--- config.mk ---
export PLATFORM = sky130hd
export DESIGN_NAME = control_unit_flat
export DESIGN_NICKNAME = d
export VERILOG_FILES = /design/src/rtl/control_unit_if.sv /design/src/rtl/control_unit.sv /design/src/flat_wrapper.sv
export SDC_FILE = /design/constraint.sdc
export NUM_CORES = 1
export LEC_CHECK = 0
export CAP_MARGIN = 25
export CORE_ASPECT_RATIO = 1.4
export CORE_UTILIZATION = 42
export CTS_CLUSTER_SIZE = 40
export DETAILED_ROUTE_END_ITERATION = 6
export GPL_ROUTABILITY_DRIVEN = 1
export PLACE_DENSITY = 0.85
export SLEW_MARGIN = 10
export SYNTH_ARGS = -nofsm -noshare
export SYNTH_HDL_FRONTEND = slang
export SYNTH_SLANG_ARGS = --single-unit
--- constraint.sdc ---
create_clock -name clock -period 3.03 [get_ports clock]
set_input_delay 0.606 -clock clock [delete_from_list [all_inputs] [get_ports clock]]
set_output_delay 0.606 -clock clock [all_outputs]
set_load 0.05 [all_outputs]
--- src/rtl/control_unit_if.sv ---
// Mini-SRC control bundle: IR/stop in, datapath strobes and run out.
// The controller drives through master; the datapath listens through slave.
interface control_unit_if;
    logic [31:0] ir;
    logic        stop;
    logic        run;
    logic        PCout, Zlowout, Zhighout, MDRout, HIout, LOout;
    logic        InPortout, Cout, BAout;
    logic        PCin, MARin, MDRin, IRin, Yin, Zlowin, Zhighin;
    logic        HIin, LOin, OutPortin, InPortin, CONin;
    logic        Gra, Grb, Grc, Rin, Rout;
    logic        IncPC, Read, Write;
    logic [4:0]  alu_op;

    modport master (
        input  ir, stop,
        output run,
        output PCout, Zlowout, Zhighout, MDRout, HIout, LOout,
        output InPortout, Cout, BAout,
        output PCin, MARin, MDRin, IRin, Yin, Zlowin, Zhighin,
        output HIin, LOin, OutPortin, InPortin, CONin,
        output Gra, Grb, Grc, Rin, Rout,
        output IncPC, Read, Write, alu_op
    );

    modport slave (
        output ir, stop,
        input  run,
        input  PCout, Zlowout, Zhighout, MDRout, HIout, LOout,
        input  InPortout, Cout, BAout,
        input  PCin, MARin, MDRin, IRin, Yin, Zlowin, Zhighin,
        input  HIin, LOin, OutPortin, InPortin, CONin,
        input  Gra, Grb, Grc, Rin, Rout,
        input  IncPC, Read, Write, alu_op
    );
endinterface

--- src/rtl/control_unit.sv ---
// Hardwired Moore controller for the Mini-SRC datapath.
// Fetch T0..T2, per-class execute states, sticky stop leading to HALT.
module control_unit #(
    parameter int OPW = 5
) (
    input  logic          clock,
    input  logic          clear,
    control_unit_if.master bus
);
    localparam logic [OPW-1:0] OP_LD   = 5'b00000;
    localparam logic [OPW-1:0] OP_LDI  = 5'b00001;
    localparam logic [OPW-1:0] OP_ST   = 5'b00010;
    localparam logic [OPW-1:0] OP_ADD  = 5'b00011;
    localparam logic [OPW-1:0] OP_SUB  = 5'b00100;
    localparam logic [OPW-1:0] OP_AND  = 5'b00101;
    localparam logic [OPW-1:0] OP_OR   = 5'b00110;
    localparam logic [OPW-1:0] OP_ADDI = 5'b01100;
    localparam logic [OPW-1:0] OP_ANDI = 5'b01101;
    localparam logic [OPW-1:0] OP_ORI  = 5'b01110;
    localparam logic [OPW-1:0] OP_HALT = 5'b11011;

    typedef enum logic [4:0] {
        S_RESET, S_T0, S_T1, S_T2,
        S_LD3, S_LD4, S_LD5, S_LD6, S_LD7,
        S_LDI3, S_LDI4, S_LDI5,
        S_ST3, S_ST4, S_ST5, S_ST6, S_ST7,
        S_R3, S_R4, S_R5,
        S_I3, S_I4, S_I5,
        S_HALT
    } state_t;

    state_t         state, nxt;
    logic           stop_q;
    logic           done;
    logic [OPW-1:0] op;
    logic [OPW-1:0] op_q;
    logic [OPW-1:0] imm_alu;

    assign op = bus.ir[31:27];

    always_ff @(posedge clock or negedge clear) begin
        if (!clear) begin
            state  <= S_RESET;
            stop_q <= 1'b0;
            op_q   <= '0;
        end else begin
            state  <= nxt;
            stop_q <= (nxt == S_T0) ? 1'b0 : (stop_q | bus.stop);
            if (state == S_T2)
                op_q <= op;
        end
    end

    always_comb begin
        nxt  = state;
        done = 1'b0;
        unique case (state)
            S_RESET: nxt = S_T0;
            S_T0:    nxt = S_T1;
            S_T1:    nxt = S_T2;
            S_T2: begin
                case (op)
                    OP_LD:   nxt = S_LD3;
                    OP_LDI:  nxt = S_LDI3;
                    OP_ST:   nxt = S_ST3;
                    OP_ADD, OP_SUB,
                    OP_AND, OP_OR:
                             nxt = S_R3;
                    OP_ADDI, OP_ANDI,
                    OP_ORI:  nxt = S_I3;
                    OP_HALT: nxt = S_HALT;
                    default: done = 1'b1;
                endcase
            end
            S_LD3:  nxt = S_LD4;
            S_LD4:  nxt = S_LD5;
            S_LD5:  nxt = S_LD6;
            S_LD6:  nxt = S_LD7;
            S_LD7:  done = 1'b1;
            S_LDI3: nxt = S_LDI4;
            S_LDI4: nxt = S_LDI5;
            S_LDI5: done = 1'b1;
            S_ST3:  nxt = S_ST4;
            S_ST4:  nxt = S_ST5;
            S_ST5:  nxt = S_ST6;
            S_ST6:  nxt = S_ST7;
            S_ST7:  done = 1'b1;
            S_R3:   nxt = S_R4;
            S_R4:   nxt = S_R5;
            S_R5:   done = 1'b1;
            S_I3:   nxt = S_I4;
            S_I4:   nxt = S_I5;
            S_I5:   done = 1'b1;
            S_HALT: nxt = S_HALT;
            default: nxt = S_RESET;
        endcase
        // a stop seen on this very edge still counts
        if (done)
            nxt = (stop_q | bus.stop) ? S_HALT : S_T0;
    end

    assign imm_alu = (op_q == OP_ANDI) ? OP_AND :
                     (op_q == OP_ORI)  ? OP_OR  : OP_ADD;

    always_comb begin
        bus.run       = (state != S_RESET) && (state != S_HALT);
        bus.PCout     = 1'b0;
        bus.Zlowout   = 1'b0;
        bus.Zhighout  = 1'b0;
        bus.MDRout    = 1'b0;
        bus.HIout     = 1'b0;
        bus.LOout     = 1'b0;
        bus.InPortout = 1'b0;
        bus.Cout      = 1'b0;
        bus.BAout     = 1'b0;
        bus.PCin      = 1'b0;
        bus.MARin     = 1'b0;
        bus.MDRin     = 1'b0;
        bus.IRin      = 1'b0;
        bus.Yin       = 1'b0;
        bus.Zlowin    = 1'b0;
        bus.Zhighin   = 1'b0;
        bus.HIin      = 1'b0;
        bus.LOin      = 1'b0;
        bus.OutPortin = 1'b0;
        bus.InPortin  = 1'b0;
        bus.CONin     = 1'b0;
        bus.Gra       = 1'b0;
        bus.Grb       = 1'b0;
        bus.Grc       = 1'b0;
        bus.Rin       = 1'b0;
        bus.Rout      = 1'b0;
        bus.IncPC     = 1'b0;
        bus.Read      = 1'b0;
        bus.Write     = 1'b0;
        bus.alu_op    = '0;
        unique case (state)
            S_T0: begin
                bus.PCout = 1'b1; bus.MARin = 1'b1;
                bus.IncPC = 1'b1; bus.PCin  = 1'b1;
            end
            S_T1: begin
                bus.Read = 1'b1; bus.MDRin = 1'b1;
            end
            S_T2: begin
                bus.MDRout = 1'b1; bus.IRin = 1'b1;
            end
            S_LD3, S_LDI3, S_ST3: begin
                bus.Grb = 1'b1; bus.BAout = 1'b1; bus.Yin = 1'b1;
            end
            S_LD4, S_LDI4, S_ST4: begin
                bus.Cout   = 1'b1; bus.Zlowin = 1'b1;
                bus.alu_op = OP_ADD;
            end
            S_LD5, S_ST5: begin
                bus.Zlowout = 1'b1; bus.MARin = 1'b1;
            end
            S_LD6: begin
                bus.Read = 1'b1; bus.MDRin = 1'b1;
            end
            S_LD7: begin
                bus.MDRout = 1'b1; bus.Gra = 1'b1; bus.Rin = 1'b1;
            end
            S_ST6: begin
                bus.Gra = 1'b1; bus.Rout = 1'b1; bus.MDRin = 1'b1;
            end
            S_ST7: bus.Write = 1'b1;
            S_R3, S_I3: begin
                bus.Grb = 1'b1; bus.Rout = 1'b1; bus.Yin = 1'b1;
            end
            S_R4: begin
                bus.Grc    = 1'b1; bus.Rout = 1'b1;
                bus.Zlowin = 1'b1; bus.alu_op = op_q;
            end
            S_I4: begin
                bus.Cout   = 1'b1; bus.Zlowin = 1'b1;
                bus.alu_op = imm_alu;
            end
            S_LDI5, S_R5, S_I5: begin
                bus.Zlowout = 1'b1; bus.Gra = 1'b1; bus.Rin = 1'b1;
            end
            default: ;
        endcase
    end
endmodule

--- src/flat_wrapper.sv ---
// flat-port wrapper written by rule: the top's interface ports become plain ports
module control_unit_flat 
#(
    parameter int OPW = 5
)
  (clock, clear, bus_ir, bus_stop, bus_run, bus_PCout, bus_Zlowout, bus_Zhighout, bus_MDRout, bus_HIout, bus_LOout, bus_InPortout, bus_Cout, bus_BAout, bus_PCin, bus_MARin, bus_MDRin, bus_IRin, bus_Yin, bus_Zlowin, bus_Zhighin, bus_HIin, bus_LOin, bus_OutPortin, bus_InPortin, bus_CONin, bus_Gra, bus_Grb, bus_Grc, bus_Rin, bus_Rout, bus_IncPC, bus_Read, bus_Write, bus_alu_op);
  control_unit_if bus_i ();
  input  logic clock;
  input  logic clear;
  input wire logic [$bits(bus_i.ir)-1:0] bus_ir;
  input wire logic [$bits(bus_i.stop)-1:0] bus_stop;
  output wire logic [$bits(bus_i.run)-1:0] bus_run;
  output wire logic [$bits(bus_i.PCout)-1:0] bus_PCout;
  output wire logic [$bits(bus_i.Zlowout)-1:0] bus_Zlowout;
  output wire logic [$bits(bus_i.Zhighout)-1:0] bus_Zhighout;
  output wire logic [$bits(bus_i.MDRout)-1:0] bus_MDRout;
  output wire logic [$bits(bus_i.HIout)-1:0] bus_HIout;
  output wire logic [$bits(bus_i.LOout)-1:0] bus_LOout;
  output wire logic [$bits(bus_i.InPortout)-1:0] bus_InPortout;
  output wire logic [$bits(bus_i.Cout)-1:0] bus_Cout;
  output wire logic [$bits(bus_i.BAout)-1:0] bus_BAout;
  output wire logic [$bits(bus_i.PCin)-1:0] bus_PCin;
  output wire logic [$bits(bus_i.MARin)-1:0] bus_MARin;
  output wire logic [$bits(bus_i.MDRin)-1:0] bus_MDRin;
  output wire logic [$bits(bus_i.IRin)-1:0] bus_IRin;
  output wire logic [$bits(bus_i.Yin)-1:0] bus_Yin;
  output wire logic [$bits(bus_i.Zlowin)-1:0] bus_Zlowin;
  output wire logic [$bits(bus_i.Zhighin)-1:0] bus_Zhighin;
  output wire logic [$bits(bus_i.HIin)-1:0] bus_HIin;
  output wire logic [$bits(bus_i.LOin)-1:0] bus_LOin;
  output wire logic [$bits(bus_i.OutPortin)-1:0] bus_OutPortin;
  output wire logic [$bits(bus_i.InPortin)-1:0] bus_InPortin;
  output wire logic [$bits(bus_i.CONin)-1:0] bus_CONin;
  output wire logic [$bits(bus_i.Gra)-1:0] bus_Gra;
  output wire logic [$bits(bus_i.Grb)-1:0] bus_Grb;
  output wire logic [$bits(bus_i.Grc)-1:0] bus_Grc;
  output wire logic [$bits(bus_i.Rin)-1:0] bus_Rin;
  output wire logic [$bits(bus_i.Rout)-1:0] bus_Rout;
  output wire logic [$bits(bus_i.IncPC)-1:0] bus_IncPC;
  output wire logic [$bits(bus_i.Read)-1:0] bus_Read;
  output wire logic [$bits(bus_i.Write)-1:0] bus_Write;
  output wire logic [$bits(bus_i.alu_op)-1:0] bus_alu_op;
  assign bus_i.ir = bus_ir;
  assign bus_i.stop = bus_stop;
  assign bus_run = bus_i.run;
  assign bus_PCout = bus_i.PCout;
  assign bus_Zlowout = bus_i.Zlowout;
  assign bus_Zhighout = bus_i.Zhighout;
  assign bus_MDRout = bus_i.MDRout;
  assign bus_HIout = bus_i.HIout;
  assign bus_LOout = bus_i.LOout;
  assign bus_InPortout = bus_i.InPortout;
  assign bus_Cout = bus_i.Cout;
  assign bus_BAout = bus_i.BAout;
  assign bus_PCin = bus_i.PCin;
  assign bus_MARin = bus_i.MARin;
  assign bus_MDRin = bus_i.MDRin;
  assign bus_IRin = bus_i.IRin;
  assign bus_Yin = bus_i.Yin;
  assign bus_Zlowin = bus_i.Zlowin;
  assign bus_Zhighin = bus_i.Zhighin;
  assign bus_HIin = bus_i.HIin;
  assign bus_LOin = bus_i.LOin;
  assign bus_OutPortin = bus_i.OutPortin;
  assign bus_InPortin = bus_i.InPortin;
  assign bus_CONin = bus_i.CONin;
  assign bus_Gra = bus_i.Gra;
  assign bus_Grb = bus_i.Grb;
  assign bus_Grc = bus_i.Grc;
  assign bus_Rin = bus_i.Rin;
  assign bus_Rout = bus_i.Rout;
  assign bus_IncPC = bus_i.IncPC;
  assign bus_Read = bus_i.Read;
  assign bus_Write = bus_i.Write;
  assign bus_alu_op = bus_i.alu_op;
  control_unit #(.OPW(OPW)) u_core (.clock(clock), .clear(clear), .bus(bus_i));
endmodule
==> flow_metrics.tcl, run 1 <==
set metrics [dict create \
    grt-ovfl-total 0 \
    drive_above_1_share 0.169 \
    cts_inserted_buffers 3 \
    clk_latency_ns 0.24 \
    use_met1 0.210 \
    cts_resized 0 \
    synth-edff-count 0 \
    fmax_mhz 358 \
    hp-class "register to register" \
    path_max_fanout 14 \
    vias_per_cell 5.28 \
    grt_util_all_layers 0.200 \
    wire_per_inst_um 11.3 \
    synth_top_family_by_area "simple AND/OR/NAND/NOR gates" \
    slew_headroom 0.666 \
    maxCapViolations 0 \
    fin_util 0.552 \
    design_area_mm2 0.00159 \
    skew_ns 0.00200 \
    cp-start-kind "register" \
    via_count 1351 \
    cts_sinks 11 \
    antenna_found_initial 0 \
    synth_fa_ha_area_frac 0 \
    ys_top_cells_by_count "nand2_1, nor2_1, buf_4" \
    p_per_area_mw_per_mm2 1350 \
    outcome "finished clean" \
    min_to "u_core.op_q[3]" \
    syn-cell-area_mm2 0.00126 \
    die_h_um 66.9 \
    place_congestion 0.898 \
    worstPathRequired_ns 2.42 \
    p_leak_nw 0.714 \
    routed_wl_mm 2.90 \
    slew_violations 0 \
    tightest_slew_ns 0.499 \
    diodes 0 \
    ys_top_cells_by_area "dfrtp_1, nand2_1, buf_4" \
    ctsHtreeMaxLevel 1 \
    min_path_cells 2 \
    area.growth.synth_to_final_pct 25.6 \
    drc 0 \
    rrSetupSlack_ns 0.91 \
    tns_ns 0 \
    ir_worst_vdd_mv 0.616 \
    ys_async_sr_fraction 1.00 \
    r2r_start "u_core.state[4]" \
    ff2ff_path_depth 8 \
    layout.nets 255 \
    worstReg2RegEnd "u_core.stop_q" \
    critPathKind "register to output port" \
    first_global_vias 1210 \
    ys_seq_area_frac 0.218 \
    clkTransAtPathRegs_ns 0.05 \
    rsz0062_at_grt "no" \
    grt_start_max_net_pins 16 \
    nFillCells 300 \
    cts_tree "built" \
    synth_cell_types 44 \
    die-area_mm2 0.00324 \
    hold_viol 0 \
    cts_hold_buf 0 \
    cts_root_buf "clkbuf_8" \
    busiest_layer "met2" \
    start_util 0.440 \
    ys_ff_latch 11 \
    hold_start "u_core.op_q[3]" \
    final_min_period_over_clock_period 0.921 \
    synth_flop_cell "dfrtp_1" \
    hpwlAfterDp_mm 2.27 \
    core_mm2 0.00288 \
    critPathCaptureType "output port" \
    yosysTopAreaCellShare 0.218 \
    drtAntennaViolNets 0 \
    synth-xor-area-share 0.0415 \
    post_cts_buffers 0 \
    ys_warn_count 0 \
    setup_viol_count_final 0 \
    avgSynthCellArea_um2 6.55 \
    worstPathArrival_ns 2.18 \
    synthMostInstantiatedCell "nand2_1" \
    grt_pass1_wl_mm 5.00 \
    holdWs_ns 0.499 \
    port_buffers 32 \
    drtIter0Drc 36 \
    synth_compound_area_frac 0.229 \
    synthMuxAreaShare 0 \
    rows 23 \
    period_needed_ns 2.79 \
    ios 70 \
    placed_cell_area_mm2 0.00154 \
    yosysTopAreaCell "dfrtp_1" \
    dieWidth_um 48.4 \
    use_met3 0.0205 \
    synth_cells 193 \
    clockBufferDepth 2 \
    met2_usage 0.380 \
    synthSimpleGateAreaFrac 0.365 \
    drtPass1Iterations 4 \
]
state kept, by name, indices dropped and copies added, names as in the netlist:
signal,count
u_core.op_q,5
u_core.stop_q,1
u_core.state,5
routing by layer:
layer  vias to the layer above  part of all wire
met5                         -                 0
met2                        52              0.52
met3                         8             0.039
met4                         0             0.028
li1                        687                 -
met1                       604              0.41
cell families after synthesis:
family,after synthesis
DFF,11
other,1
buffers and inverters,32
xor gates and xnor gates,6
and+or+nand+nor,99
AOI/OAI and AO/OA,44
layout by cell type, fill, tap and decap left out, drive strengths merged, types with 2 or more instances in the layout:
cell type       n
o31ai           2
a211oi          4
or4             2
xor2            5
or2             2
o211ai          2
nand2b          8
nor3            8
nor2           27
buf            27
conb           10
nand3           3
nor4            2
clkdlybuf4s50  13
nor2b           2
dfrtp          11
clkbuf          4
o21ai          11
and2            5
inv             5
nand2          35
a21oi          13
critical path: stages, from the launching register on:
cell and delay (ns):
dfrtp_1 0.52, nand2b_1 0.29, nor2_1 0.16, o21ai_0 0.09, o21ai_0 0.07, clkdlybuf4s50_1 0.82
stage by stage:
step | total power, W | setup slack (ns) | instances
3_3_place_gp | 0.00199 | 0.401 | 252
6_report | 0.00215 | 0.239 | 256
3_5_place_dp | 0.00201 | 0.430 | 252
2_1_floorplan | 0.00159 | -0.310 | 202
4_1_cts | 0.00216 | 0.234 | 256
5_1_grt | 0.00232 | 0.0753 | 256
worst max path at each step:
stage / depth (start not counted) / startpoint / to / slack (ns)
global placement: 7 / bus_ir[27] / u_core.stop_q / 0.40
global route: 5 / u_core.state[4] / bus_Rout / 0.08
finish: 5 / u_core.state[4] / bus_Rout / 0.24
detailed placement: 7 / bus_ir[27] / u_core.stop_q / 0.43
floorplan: 5 / u_core.state[0] / bus_alu_op[0] / -0.31
CTS: 5 / u_core.state[4] / bus_Rout / 0.23
power breakdown:
group | switching [W] | internal [W] | leakage (nW)
registers | 0.000102 | 0.000222 | 0.131
clock network | 0.0000517 | 0.0000920 | 0.0228
logic | 0.00111 | 0.000579 | 0.560
total | 0.00126 | 0.000893 | 0.714
final cells by class:
type	instances	area [µm²]	share of cell area
clock buffers	4	45.0	0.0283
inverters	5	18.8	0.0118
multi-input cells	159	858	0.540
flip-flops and latches	11	275	0.173
well taps	37	46.3	0.0291
repair buffers	40	345	0.217
Note: power is estimated with default switching activity, not from simulation.
==> inputs of run 2 (changes only) <==
Settings changed: HOLD_SLACK_MARGIN set to 0.05.
==> results of run 2 <==
Same layout as run 1: the final DEF is identical, and so are final timing and power.
==> inputs of run 3 (changes only) <==
--- a/config.mk
+++ b/config.mk
@@ -18,2 +18,3 @@
 export SYNTH_HDL_FRONTEND = slang
 export SYNTH_SLANG_ARGS = --single-unit
+export TNS_END_PERCENT = 10
==> constraint.sdc (replaced) <==
create_clock -name clock -period 3.03 [get_ports clock]
set_input_delay 0.4545 -clock clock [delete_from_list [all_inputs] [get_ports clock]]
set_output_delay 0.4545 -clock clock [all_outputs]
set_load 0.05 [all_outputs]
==> run 3 against run 2 <==
Routed wire length down 2.3%. Count of clock-buffer cells in the layout is the same. Power down 0.67%. Register-to-register slack got worse by 0.05 ns. Clock skew fell by 0.00087 ns. Global-route usage decreased by 1.6 points. Worst hold slack got worse by 0.0077 ns. Final area about the same. Via count is 0.44% higher. Non-clock buffer count stayed put. Sequential cell count did not move. Critical path depth unchanged. Critical path type unchanged. Highest routed layer unchanged.
==> flow_metrics.tcl, run 3 (synthesis results as in run 1) <==
set metrics [dict create \
    crit_chain "nor2b_1, a21oi_1, a21oi_1, and2_1, clkdlybuf4s50_1" \
    reg.largest.list "u_core.op_q (5), u_core.state (5), u_core.stop_q (1)" \
    path_max_fanout 16 \
    slew_headroom 0.668 \
    p_per_area_mw_per_mm2 1350 \
    placed_cell_area_mm2 0.00154 \
    drtIter0Drc 15 \
    min_to "u_core.op_q[3]" \
    worstPathRequired_ns 2.58 \
    diodes 0 \
    design_area_mm2 0.00159 \
    hpwlAfterDp_mm 2.27 \
    setup_viol_count_final 0 \
    slew_violations 0 \
    r2r_start "u_core.state[0]" \
    critPathCaptureType "output port" \
    cts_root_buf "clkbuf_8" \
    rsz0062_at_grt "no" \
    hold_viol 0 \
    cp_slowest_cell "clkdlybuf4s50_1" \
    period_needed_ns 2.79 \
    port_buffers 32 \
    area.growth.synth_to_final_pct 25.5 \
    vias_per_cell 5.30 \
    place_congestion 0.872 \
    start_util 0.440 \
    max_stage_delay_ns 0.80 \
    cp_common_cell "a21oi_1" \
    min_path_cells 2 \
    ff2ff_path_depth 8 \
    critPathKind "register to output port" \
    final_common_cell "nand2_1" \
    cts_inserted_buffers 3 \
    grt_util_all_layers 0.184 \
    layout.nets 255 \
    dieWidth_um 48.4 \
    post_cts_buffers 0 \
    drtAntennaViolNets 0 \
    grt_pass1_wl_mm 4.74 \
    outcome "finished clean" \
    drc 0 \
    place_ws_ns 0.466 \
    clk_latency_ns 0.23 \
    nFillCells 291 \
    clkTransAtPathRegs_ns 0.05 \
    via_count 1357 \
    die-area_mm2 0.00324 \
    ctsHtreeMaxLevel 1 \
    antenna_found_initial 0 \
    worstPathArrival_ns 2.34 \
    holdWs_ns 0.491 \
    hp-class "register to register" \
    core_mm2 0.00288 \
    ios 70 \
    finalWorstSetupSlack_ns 0.237 \
    maxCapViolations 0 \
    hold_start "u_core.op_q[3]" \
    drive_above_1_share 0.119 \
    skew_ns 0.00112 \
    clockBufferDepth 2 \
    grt-ovfl-total 0 \
    ir_worst_vdd_mv 0.528 \
    tightest_slew_ns 0.496 \
    rows 23 \
    tns_ns 0 \
    wire_per_inst_um 11.0 \
    first_global_vias 1125 \
    cts_sinks 11 \
    worstReg2RegEnd "u_core.stop_q" \
    grt_start_max_net_pins 17 \
    final_min_period_over_clock_period 0.922 \
    layout_common_cells "nand2_1, nor2_1, clkdlybuf4s50_1, buf_4, a21oi_1" \
    cts_hold_buf 0 \
    rrSetupSlack_ns 0.86 \
    drtPass1Iterations 4 \
    cp-start-kind "register" \
    routed_wl_mm 2.83 \
    fmax_mhz 358 \
    die_h_um 66.9 \
    cts_resized 0 \
    p_leak_nw 0.691 \
    cts_tree "built" \
]
==> run 3: critical path, delay by kind of cell (launching register included) <==
kind                   cells  cell delay, ns
AO/OA/AOI/OAI              2            0.26
flip-flops                 1            0.61
AND/OR/NAND/NOR            2            0.43
buffers and inverters      1            0.80
==> run 3: power by group <==
| part | switching (W) | leakage (nW) | internal, W |
|---|---|---|---|
| Combinational | 0.00107 | 0.538 | 0.000576 |
| Clock | 0.0000493 | 0.0228 | 0.0000918 |
| Sequential | 0.000125 | 0.131 | 0.000222 |
| Total | 0.00125 | 0.691 | 0.000890 |
==> run 3: how the worst max path moves through the flow <==
| stage | cells after the start | to | from |
|---|---|---|---|
| detailed placement | 7 | u_core.stop_q | bus_ir[27] |
| global placement | 7 | u_core.stop_q | bus_ir[27] |
| global route | 5 | bus_Grb | u_core.state[0] |
| CTS | 5 | bus_Grb | u_core.state[0] |
| finish | 5 | bus_Grb | u_core.state[0] |
| floorplan | 5 | bus_alu_op[0] | u_core.state[0] |
==> run 3: layout make-up <==
| cell class | instances | area, µm² | share of cell area |
|---|---|---|---|
| Clock buffer | 4 | 45.0 | 0.0284 |
| Inverter | 5 | 18.8 | 0.0118 |
| Multi-Input combinational cell | 159 | 847 | 0.533 |
| Sequential cell | 11 | 275 | 0.173 |
| Tap cell | 37 | 46.3 | 0.0292 |
| Timing Repair Buffer | 40 | 355 | 0.224 |
==> run 3: through the flow <==
step | cells | total power [W] | utilization
4_1_cts | 256 | 0.00214 | 0.552
3_3_place_gp | 252 | 0.00197 | 0.536
6_report | 256 | 0.00214 | 0.552
2_1_floorplan | 202 | 0.00158 | -
3_5_place_dp | 252 | 0.00199 | 0.536
5_1_grt | 256 | 0.00231 | 0.552
==> run 3: per-layer routing <==
metal,vias to the layer above,global-route usage,share of wire
met5,-,0,0
met4,0,0.0919,0.014
met3,6,0.0137,0.039
met2,47,0.343,0.53
met1,610,0.211,0.42
li1,694,-,-
